[config.mk]
export PLATFORM = sky130hd
export DESIGN_NAME = var_delay_buffer
export DESIGN_NICKNAME = d
export VERILOG_FILES = /design/src/rtl/var_delay_buffer.sv
export SDC_FILE = /design/constraint.sdc
export NUM_CORES = 2
export LEC_CHECK = 0
export ABC_CLOCK_PERIOD_IN_PS = 7550
export CAP_MARGIN = 20
export CORE_MARGIN = 5
export CORE_UTILIZATION = 60
export DETAILED_ROUTE_END_ITERATION = 12
export PLACE_DENSITY = 0.76
export SETUP_SLACK_MARGIN = 0.5
export SLEW_MARGIN = 5
export SYNTH_ARGS = -nofsm -noshare
export SYNTH_HDL_FRONTEND = slang
export SYNTH_SLANG_ARGS = --single-unit
[constraint.sdc]
create_clock -name clk -period 7.55 [get_ports clk]
set_clock_uncertainty 0.2 [all_clocks]
set_input_delay 2.265 -clock clk [delete_from_list [all_inputs] [get_ports clk]]
set_output_delay 2.265 -clock clk [all_outputs]
set_load 0.01 [all_outputs]
[src/rtl/var_delay_buffer.sv]
// Circular-RAM delay line for re/im samples; latency delay+1 clocks, advances only on en strobes (no backpressure).
// Define DELAY_BUF_LEVEL_EN to expose fill_level and delay_ok.
module var_delay_buffer #(
  parameter  int WIDTH     = 32,
  parameter  int MAX_DEPTH = 64,
  localparam int DW        = $clog2(MAX_DEPTH)
) (
  input  logic             clk,
  input  logic             reset,
  input  logic             en,
  input  logic             flush,
  input  logic [DW-1:0]    delay,
  input  logic [WIDTH-1:0] data_in_re,
  input  logic [WIDTH-1:0] data_in_im,
  output logic [WIDTH-1:0] data_out_re,
  output logic [WIDTH-1:0] data_out_im,
  output logic             out_stb,
  output logic             out_valid
`ifdef DELAY_BUF_LEVEL_EN
  ,
  output logic [DW:0]      fill_level,
  output logic             delay_ok
`endif
);

  localparam logic [DW:0] FULL = MAX_DEPTH[DW:0];

  logic [2*WIDTH-1:0] mem [MAX_DEPTH];
  logic [DW-1:0]      wr_ptr;
  logic [DW-1:0]      rd_addr;
  logic [DW:0]        fill_cnt;
  logic               strobe;
  logic               hist_ok;
  logic [2*WIDTH-1:0] rd_dat;

  assign strobe  = en & ~flush;
  // For delay>0 this entry is always behind wr_ptr, so reading before the write never collides.
  assign rd_addr = wr_ptr - delay;
  assign rd_dat  = mem[rd_addr];
  assign hist_ok = fill_cnt >= {1'b0, delay};

  always_ff @(posedge clk) begin
    if (strobe) begin
      mem[wr_ptr] <= {data_in_re, data_in_im};
    end
  end

  always_ff @(posedge clk or negedge reset) begin
    if (!reset) begin
      wr_ptr      <= '0;
      fill_cnt    <= '0;
      data_out_re <= '0;
      data_out_im <= '0;
      out_stb     <= 1'b0;
      out_valid   <= 1'b0;
    end else if (flush) begin
      wr_ptr      <= '0;
      fill_cnt    <= '0;
      data_out_re <= '0;
      data_out_im <= '0;
      out_stb     <= 1'b0;
      out_valid   <= 1'b0;
    end else if (en) begin
      wr_ptr    <= wr_ptr + 1'b1;
      out_stb   <= 1'b1;
      out_valid <= hist_ok;
      if (fill_cnt != FULL) begin
        fill_cnt <= fill_cnt + 1'b1;
      end
      // Zero delay bypasses the RAM so the current sample lands in the output register.
      if (delay == '0) begin
        data_out_re <= data_in_re;
        data_out_im <= data_in_im;
      end else if (hist_ok) begin
        {data_out_re, data_out_im} <= rd_dat;
      end else begin
        data_out_re <= '0;
        data_out_im <= '0;
      end
    end else begin
      out_stb <= 1'b0;
    end
  end

`ifdef DELAY_BUF_LEVEL_EN
  assign fill_level = fill_cnt;
  assign delay_ok   = hist_ok;
`endif

endmodule

==> results.cfg <==
[drt]
drtAntennaViolNets = 0
totalWireLength_mm = 457
route.met3.wl_mm = 70.9
drt-pass1-iter-count = 6
drt_iter0_markers = 14471
dr_total_vias = 84782
routed.top_layer = met5
drt-vias-per-instance = 7.15
avgRoutedWirePerCell_um = 38.6
drc = 0
wl_met1_mm = 145
route.met2.wl_mm = 212

[cells_and_area]
fillers = 15442
final-instance-count-excl-fill = 11855
seqCellArea_mm2 = 0.125
nets = 8060
final_util = 0.682
multi_input_area_mm2 = 0.0339
fin_area_mm2 = 0.181
areaGrowthSynthToFinish_pct = 12.9
post_route_cells_drive_above_1_share = 0.252

[floorplan]
dieArea_mm2 = 0.278
start_util = 0.604
num_rows = 189
io_pins = 140
die_h_um = 527
fp.dieW_um = 527
core_mm2 = 0.266

[timing]
setup_viol = 0
finalMaxSlewViolations = 0
fmax_ghz = 0.162
rsz0062_at_grt = false
fin_tns_setup_ns = 0
worst_pin_slew_ns = 1.21
timing.final.ws_setup_ns = 1.40
worst_hold_slack_ns = 0.378
timing_hold_violations_final = 0
period_needed_ns = 6.15
slew_headroom = 0.192
post-route-period-util = 0.815

[yosys]
synthDistinctLibCells = 57
async_flop_share = 0.0189
synth_top_family_by_area = multiplexers
synthXorXnorAreaFrac = 0.000928
synth_compound_area_frac = 0.0162
synthMuxAreaShare = 0.152
avgSynthCellArea_um2 = 21.3
syn-cell-area_mm2 = 0.161
synthAdderAreaFrac = 0.00122
synth_seq_cells = 4175
yosys_warnings = 0
yosys.area_share.simple = 0.0374
synth_edf_count = 4096
synth_nets = 7640
yosysSeqAreaShare = 0.779
netlist_instances = 7551
synth_top_flop_cell = edfxtp_1

[cts]
clk_latency_ns = 0.91
ctsResizeCount = 0
hold_buffers = 0
root_buffer = clkbuf_16
clock-sinks = 4175
cts_made_buffers = 400
cts_tree = built
clkTransAtPathRegs_ns = 0.06
cts_setup_buffers = 0
cts-htree-levels = 5
clockBufferDepth = 4

[place]
placed_cell_area_mm2 = 0.168
io_buffer_count = 139
place_congestion = 0.821
placed_cells_incl_taps = 11091
dp_hpwl_mm = 227
dp_slack_ns = 0.644

[setup_path]
start_kind = input pin
required_ns = 8.20
path_max_fanout = 56
crit_type = in -> reg
cp-end-kind = flip-flop
arrival_ns = 6.80

[outcome]
outcome = finished clean

[global_routing]
antenna_found_initial = 26
grt_pass1_vias = 86142
grt_usage = 0.331
grt_first_pass_wirelength_mm = 646
grt_max_degree = 92
grt_overflow = 0

[pwr]
ir_worst_vdd_mv = 0.210
powerDensity_mw_per_mm2 = 283
power.leakage_nw = 57.4
p_total_mw = 51.4

[min_path]
hold_path.class = reg -> reg

[run]
cap_violations = 0
==> area by class of cell <==
type,instances,share of cell area
flip-flops and latches,4175,0.689
clock inverters,202,0.0112
clock buffers,534,0.0609
repair buffers,457,0.0264
well taps,3533,0.0244
diodes,17,0.000235
multi-input cells,2925,0.187
inverters,12,0.000248
==> placed cells by master, fill, tap and decap left out, drive strengths merged, types with 72 or more instances in the layout <==
master / n
nand2: 813
clkinv: 145
nand4: 80
mux4: 1038
mux2i: 97
dfrtp: 79
buf: 384
nor2: 158
clkdlybuf4s50: 72
clkbuf: 535
edfxtp: 4096
nand3: 279
==> final timing paths <==
kind / cells past startpoint / slack (ns) / to / from
worst max-delay path: 10 / 1.40 / data_out_im[14]$_DFFE_PN0P_ / delay[2]
worst min-delay path: 2 / 0.38 / data_out_im[30]$_DFFE_PN0P_ / data_out_im[30]$_DFFE_PN0P_
worst max register to register: 10 / 2.63 / data_out_re[22]$_DFFE_PN0P_ / wr_ptr[1]$_DFFE_PN0P_
worst min register to register: 2 / 0.38 / data_out_im[30]$_DFFE_PN0P_ / data_out_im[30]$_DFFE_PN0P_
max in group asynchronous: 2 / 4.54 / data_out_re[13]$_DFFE_PN0P_ / reset
min in group asynchronous: 1 / 1.20 / data_out_im[6]$_DFFE_PN0P_ / reset
==> logic make-up (layout without fill, tap and decap cells) <==
| group | after synthesis | in the layout |
|---|---|---|
| AO/OA/AOI/OAI | 359 | 359 |
| XOR/XNOR | 14 | 14 |
| adder cells (fa/ha/maj) | 15 | 15 |
| buffers and inverters | 451 | 1205 |
| flip-flops | 4175 | 4175 |
| multiplexers | 1135 | 1135 |
| other | 0 | 17 |
| AND/OR/NAND/NOR | 1402 | 1402 |
==> cells in the mapped netlist, drive strengths merged, types with 4 or more instances <==
library cell	n	area (um^2)
a21boi	24	180
o211ai	24	180
o22ai	12	75.1
a32oi	42	368
and3	17	106
nand3	279	1400
xnor2	5	62.6
nor4	5	37.5
inv	12	45.0
mux4	1038	23400
dfrtp	79	1980
nand2b	13	81.3
xor2	9	86.3
nor2	158	596
nor3	5	25.0
a22oi	27	203
edfxtp	4096	123000
a21oi	58	302
ha	14	175
a311oi	62	543
mux2i	97	971
nand2	813	3050
clkbuf	168	634
or3	13	81.3
o221ai	6	52.6
nand4	80	500
o21ai	12	60.1
nor2b	10	62.6
a31oi	67	419
and2	4	25.0
o21bai	5	37.5
buf	271	1560
a211oi	5	37.5
==> critical path: stages <==
cell	delay [ns]
clkdlybuf4s50_1	0.64
inv_1	0.13
ha_1	0.50
nor2_1	0.10
a21oi_1	0.47
xnor2_2	0.33
buf_4	0.86
nand3_1	0.86
o22ai_1	0.38
or3_1	0.15
==> where the power goes <==
part	switching, mW	leakage, nW	internal [mW]
combinational	3.32	13.1	2.43
sequential	0.0485	37.9	25.5
clock	8.50	6.42	11.6
total	11.9	57.4	39.5
==> metal layers <==
layer,GRT usage,vias to the layer above
li1,-,32159
met1,0.441,43502
met2,0.506,7496
met3,0.101,1605
met4,0.166,20
met5,0,-
==> sequential cells by signal (all words and copies together) (netlist names) <==
signal and count:
mem 4096, data_out_im 32, data_out_re 32, fill_cnt 7, wr_ptr 6, out_stb 1
out_valid 1
Note: power is estimated with default switching activity, not from simulation.
